File: config.mk
export PLATFORM = sky130hd
export DESIGN_NAME = cacheline_adaptor
export DESIGN_NICKNAME = d
export VERILOG_FILES = /design/src/rtl/cacheline_adaptor.sv
export SDC_FILE = /design/constraint.sdc
export NUM_CORES = 1
export LEC_CHECK = 0
export BUFFER_PORTS_ARGS = -buffer_cell sky130_fd_sc_hd__buf_2
export CORE_AREA = 5 5 276 278
export CTS_CLUSTER_DIAMETER = 50
export DETAILED_ROUTE_END_ITERATION = 16
export DIE_AREA = 0 0 281 283
export GPL_ROUTABILITY_DRIVEN = 0
export PLACE_DENSITY = 0.53
export SLEW_MARGIN = 20
export SYNTH_ARGS = -nofsm -noshare
export SYNTH_HDL_FRONTEND = slang
export SYNTH_SLANG_ARGS = --single-unit
File: constraint.sdc
create_clock -name clk -period 1.8 [get_ports clk]
set_input_delay 0.09 -clock clk [delete_from_list [all_inputs] [get_ports clk]]
set_output_delay 0.09 -clock clk [all_outputs]
set_load 0.01 [all_outputs]
File: src/rtl/cacheline_adaptor.sv
// Cache-line to DRAM burst adaptor: one line request becomes BEATS beats on the memory port.
// Reads assemble beats little-endian into line_o; writes slice the latched line into beats.
module cacheline_adaptor #(
    parameter int LINE_W  = 256,
    parameter int BURST_W = 64,
    parameter int ADDR_W  = 32
) (
    input  logic               clk,
    input  logic               rst,
    input  logic [LINE_W-1:0]  line_i,
    output logic [LINE_W-1:0]  line_o,
    input  logic [ADDR_W-1:0]  address_i,
    input  logic               read_i,
    input  logic               write_i,
    output logic               resp_o,
    input  logic [BURST_W-1:0] burst_i,
    output logic [BURST_W-1:0] burst_o,
    output logic [ADDR_W-1:0]  address_o,
    output logic               read_o,
    output logic               write_o,
    input  logic               resp_i
);

    localparam int BEATS = LINE_W / BURST_W;
    localparam int CNT_W = (BEATS > 1) ? $clog2(BEATS) : 1;
    localparam logic [ADDR_W-1:0] OFF_MASK = ADDR_W'(LINE_W / 8 - 1);
    localparam logic [CNT_W-1:0]  LAST     = CNT_W'(BEATS - 1);

    typedef enum logic [1:0] {IDLE, READ, WRITE, DONE} state_t;

    state_t             r_state;
    state_t             w_next;
    logic [CNT_W-1:0]   r_cnt;
    logic [LINE_W-1:0]  r_line_rd;
    logic [LINE_W-1:0]  r_line_wr;
    logic [ADDR_W-1:0]  r_addr;
    logic [BURST_W-1:0] w_burst;

    always_comb begin
        w_next = r_state;
        case (r_state)
            IDLE: begin
                if (write_i)     w_next = WRITE;
                else if (read_i) w_next = READ;
            end
            READ, WRITE: begin
                if (resp_i && r_cnt == LAST) w_next = DONE;
            end
            DONE:    w_next = IDLE;
            default: w_next = IDLE;
        endcase
    end

    // Beat mux driven straight from the counter so each DRAM strobe sees the current slice.
    always_comb begin
        w_burst = '0;
        for (int b = 0; b < BEATS; b++) begin
            if (r_cnt == CNT_W'(b)) w_burst = r_line_wr[b*BURST_W +: BURST_W];
        end
    end

    always_ff @(posedge clk) begin
        if (rst) begin
            r_state   <= IDLE;
            r_cnt     <= '0;
            r_line_rd <= '0;
            r_line_wr <= '0;
            r_addr    <= '0;
        end else begin
            r_state <= w_next;
            case (r_state)
                IDLE: begin
                    if (write_i || read_i) begin
                        r_addr <= address_i & ~OFF_MASK;
                        r_cnt  <= '0;
                        if (write_i) r_line_wr <= line_i;
                    end
                end
                READ: begin
                    if (resp_i) begin
                        for (int b = 0; b < BEATS; b++) begin
                            if (r_cnt == CNT_W'(b)) r_line_rd[b*BURST_W +: BURST_W] <= burst_i;
                        end
                        r_cnt <= r_cnt + 1'b1;
                    end
                end
                WRITE: begin
                    if (resp_i) r_cnt <= r_cnt + 1'b1;
                end
                default: ;
            endcase
        end
    end

    assign read_o    = (r_state == READ);
    assign write_o   = (r_state == WRITE);
    assign resp_o    = (r_state == DONE);
    assign line_o    = r_line_rd;
    assign address_o = r_addr;
    assign burst_o   = w_burst;

endmodule

---- After elaboration in Yosys (flattened, before gate mapping) ----
Index checks and enable logic that the tools add are counted.
Widths: inputs -> output; s select.
storage, ports and cells
  register bits ........................... 543
  bits of input ports ..................... 357
  logic and storage cells ................. 44
  output and inout port bits .............. 355
cells by class
  equal/unequal tests ..................... 10
  muxes and demuxes ....................... 11
  add/subtract/negate cells ............... 1
  reductions and logical operators ........ 14
operator list
  cell                 number
  $mux 64              4
  $reduce_and 3->1     6
  $mux 2               5
  $eq 2x2->1 const B   4
  $pmux 2 s3           1
  $eq 2x1->1 const B   2
  $logic_not 2->1      2
  $ne 2x1->1 const B   2
  $pmux 2 s2           1
  $reduce_and 2->1     2
  $ne 3x3->1 const B   1
  $add 2x1->2 const B  1
  $ne 2x2->1 const B   1
  $reduce_bool 2->1    1
  $reduce_or 2->1      1
  $logic_and 1x1->1    1
  $logic_or 1x1->1     1

---- Logic depth before layout (Yosys ltp) ----
  depth after elaboration ................. 5
  mapped depth ............................ 8
  gate-level depth less buffers ........... 5

---- Worst setup path after synthesis ----
OpenSTA, ideal clock, no wires.
  path kind ............................... reg2out
  from .................................... register r_cnt[1]
  to ...................................... output burst_o[47]
  stages on the path, launching flop included .. 9
  buffers on the path ..................... 3
  slack ................................... 256 ps
  data required time ...................... 1710 ps
  arrival time ............................ 1454 ps
  cells stage by stage .................... dfxtp_1 inv_1 ha_1 buf_6 buf_6 buf_2 a21oi_1 o21ai_0 a22o_1
between the ends
  longest elaborated chain between the ends .. 5
  elaborated cells between the ends (all ways) .. 8
  those cells by class .................... 3 x eq/ne; 4 x mux; 1 x reduce/logical
ends and longest elaborated chain
  element                   RTL line  source
  start: declaration        33        logic [CNT_W-1:0] r_cnt;
  start signal: assignment  84        r_cnt <= r_cnt + 1'b1;
  start signal: assignment  88        if (resp_i) r_cnt <= r_cnt + 1'b1;
  $logic_not 2->1           58        if (r_cnt == CNT_W'(b)) w_burst = r_line_wr[b*BURST_W +: BURST_W];
  $mux 64 (3 in a row)      58
  $mux 64 (*)               58
  end: declaration          17        output logic [BURST_W-1:0] burst_o,
Every way passes the cells marked *; elsewhere a longest branch is shown, timed or not.

---- Final worst setup path ----
  from .................................... register r_cnt[0]
  to ...................................... output burst_o[36]
Same word-level chain as after synthesis.

==> summary.md <==
| Metric | Value |
|---|---|
| Clock skew | `23.1 ps` |
| IO buf count | `701` |
| Power density cells | `1240 nW/um2` |
| Critical path type | `reg -> out` |
| Violated checks | `setup timing` |
| Floorplan row count | `100` |
| CP Data Arrival Time | `2210 ps` |
| Detail Route Antenna Nets | `0` |
| Synthesized instance count | `2821` |
| Die area | `79500 um2` |
| Post-route setup slack | `-498 ps` |
| Synth Flop Type | `dfxtp_1` |
| First-pass GRT wire length | `138000 um` |
| Initial DRC Count | `1526` |
| Share of layout cells above drive strength 1 | `30.9%` |
| CTS clk-pin slew, worst paths | `60 ps` |
| Syn. warnings | `0` |
| Synth cell count leaders | `1147 x nand2_1, 668 x a21oi_1, 543 x dfxtp_1` |
| Area leader, netlist | `dfxtp_1` |
| Max_slew headroom | `63.6%` |
| WL/cell | `19.6 um` |
| Utilization after layout | `47.3%` |
| Die width | `281 um` |
| Post-synthesis cell area | `21300 um2` |
| Tot Pwr | `43.1 mW` |
| Crit end category | `output port` |
| Final nets | `4248` |
| Final Setup Violations | `146` |
| First-pass iteration count of the detailed router | `5` |
| Design area | `34900 um2` |
| GRT Residual Overflow | `0` |
| Synth cell types | `28` |
| Top Ports | `712` |
| GRT Total Usage | `22.0%` |
| Share of Yosys cell area claimed by the top area cell type | `51.1%` |
| Count leader, synth | `nand2_1` |
| Final wirelength | `96400 um` |
| Area Growth Syn to Fin | `64.1%` |
| Worst setup SP type | `flip-flop` |
| Clock sink count | `543` |
| Number of enable flip-flop cells after synthesis | `0` |
| Initial Util | `28.8%` |
| Run status | `finished, violations left` |
| Vias | `23500` |
| Max-Cap Viols | `0` |
| Seq cells post-synth | `543` |
| Transition time at the pin with the least slew margin | `545 ps` |
| Hold Violations, Final | `0` |
| Initial antenna violation count | `9` |
| Cts bufs inserted | `76` |
| Avg Inst Size Synth | `7.53 um2` |
| Vias per cell | `4.78` |
| VDD IR max | `0.761 mV` |
| Leak | `14.6 nW` |
| Seq/Total Area, Yosys | `51.1%` |
| Worst hold path type | `in -> reg` |
| Layout fillers | `7171` |
| Ys async rst share | `0%` |
| Final slew viol count | `0` |
| Vias in the first global route | `22700` |
| Critical Path RT | `1710 ps` |
| Core ar. | `73700 um2` |
| Maximum fanout along the worst path | `8` |
| Clk buf depth | `3` |
| Top area cells in the synthesized netlist | `dfxtp_1 51%, nand2_1 20%, a21oi_1 16%` |
| Clk_lat worst skew | `640 ps` |
| Period Utilization, post-route | `128%` |
| Post-place setup slack | `-160 ps` |
| Hold slack | `255 ps` |
| CTS tree | `yes` |
| CTS root buf | `clkbuf_16` |
| Drc violations | `0` |
| RSZ-0062 raised after global routing | `true` |
| Dpl hpwl | `62100 um` |
| Largest net degree at the start of global routing | `74` |
| Die Ht | `283 um` |
| Placed Area | `26100 um2` |
| H-tree lvl count | `3` |
| Final min period | `2300 ps` |
| Max frequency | `0.435 GHz` |
-- per-stage QoR --
stage                     TNS, ps  std cells
final                      -38850       4920
after detailed placement     -160       4358
after CTS                  -40540       4879
after floorplan                 0       2825
after global placement       -177       4358
after global routing       -55510       4918
-- worst paths after layout --
path | to | start | depth (start not counted) | slack (ps)
worst max register to register | line_o[111] | r_cnt[0] | 12 | -210
worst min register to register | line_o[187] | line_o[187] | 2 | 450
worst max-delay path | burst_o[36] | r_cnt[0] | 8 | -500
worst min-delay path | r_line_wr[205] | line_i[205] | 4 | 250
-- where the power goes --
part           switching [mW]  internal, mW
Sequential              0.713          13.3
Clock                    6.21          10.1
Combinational            7.28          5.54
-- placed cells by master (no fill, tap or decap), types with 4 or more instances in the layout --
cell type and n:
nand2_1 1078, buf_2 678, a21oi_1 550, dfxtp_1 541, dlygate4sd3_1 351, a21oi_2 100
clkbuf_16 92, inv_1 67, a22o_1 63, buf_12 58, buf_4 54, nand2_4 46
buf_6 34, o21ai_1 33, nand2_2 23, o21ai_2 22, a21oi_4 18, bufinv_16 12
buf_16 11, clkbuf_1 9, clkbuf_8 9, diode_2 8, o21ai_0 8, buf_8 8
clkinv_2 7, clkinv_4 6, ha_1 5, conb_1 5, clkinvlp_4 5, ha_4 4
inv_6 4, inv_8 4
-- worst max-delay path, cell delays in order (launching register included) --
cell and delay, ps:
dfxtp_2 330, buf_6 120, ha_4 210, buf_12 170, clkbuf_16 170, a21oi_1 140
o21ai_1 100, a22o_1 200, buf_2 150
-- cell families (layout without fill, tap and decap cells) --
group | Yosys count | after routing | share of synthesized area [%]
other | 1 | 13 | 0.0176
and+or+nand+nor | 1160 | 1160 | 20.7
DFF | 543 | 543 | 51.1
adders and majority gates | 9 | 9 | 0.530
muxes | 2 | 2 | 0.0942
AOI/OAI and AO/OA | 805 | 805 | 20.2
buffers and inverters | 301 | 1419 | 7.28
-- timing repair --
action | CTS | global route
gates cloned | 13 | 23
hold buffers | 351 | 0
gates resized for setup | 124 | 308
endpoints found under the setup margin | 65 | 211
pin swaps | 20 | 127
endpoints found under the hold margin | 541 | 0
buffers inserted | 18 | 16
-- area by class of cell --
| class | count | area [um2] | area share (%) |
|---|---|---|---|
| inverters | 69 | 259 | 0.743 |
| repair buffers | 1211 | 9710 | 27.8 |
| well taps | 969 | 1210 | 3.48 |
| clock inverters | 45 | 718 | 2.06 |
| diodes | 8 | 20.0 | 0.0574 |
| flip-flops and latches | 543 | 10900 | 31.2 |
| clock buffers | 94 | 2060 | 5.91 |
| multi-input cells | 1981 | 10000 | 28.7 |
-- registers in the layout (all words and copies together), names as in the netlist --
signal and flops:
r_state 2, line_o 256, r_cnt 2, address_o 27
r_line_wr 256
-- routing by layer --
metal / global-route usage, % / vias up / share of wire (%)
met1: 26.9 / 11000 / 40
met3: 4.14 / 242 / 6.6
met4: 10.7 / 0 / 5.1
li1: - / 11300 / -
met2: 37.1 / 880 / 48
met5: 0 / - / 0
Power figures use the tool's default switching activity.
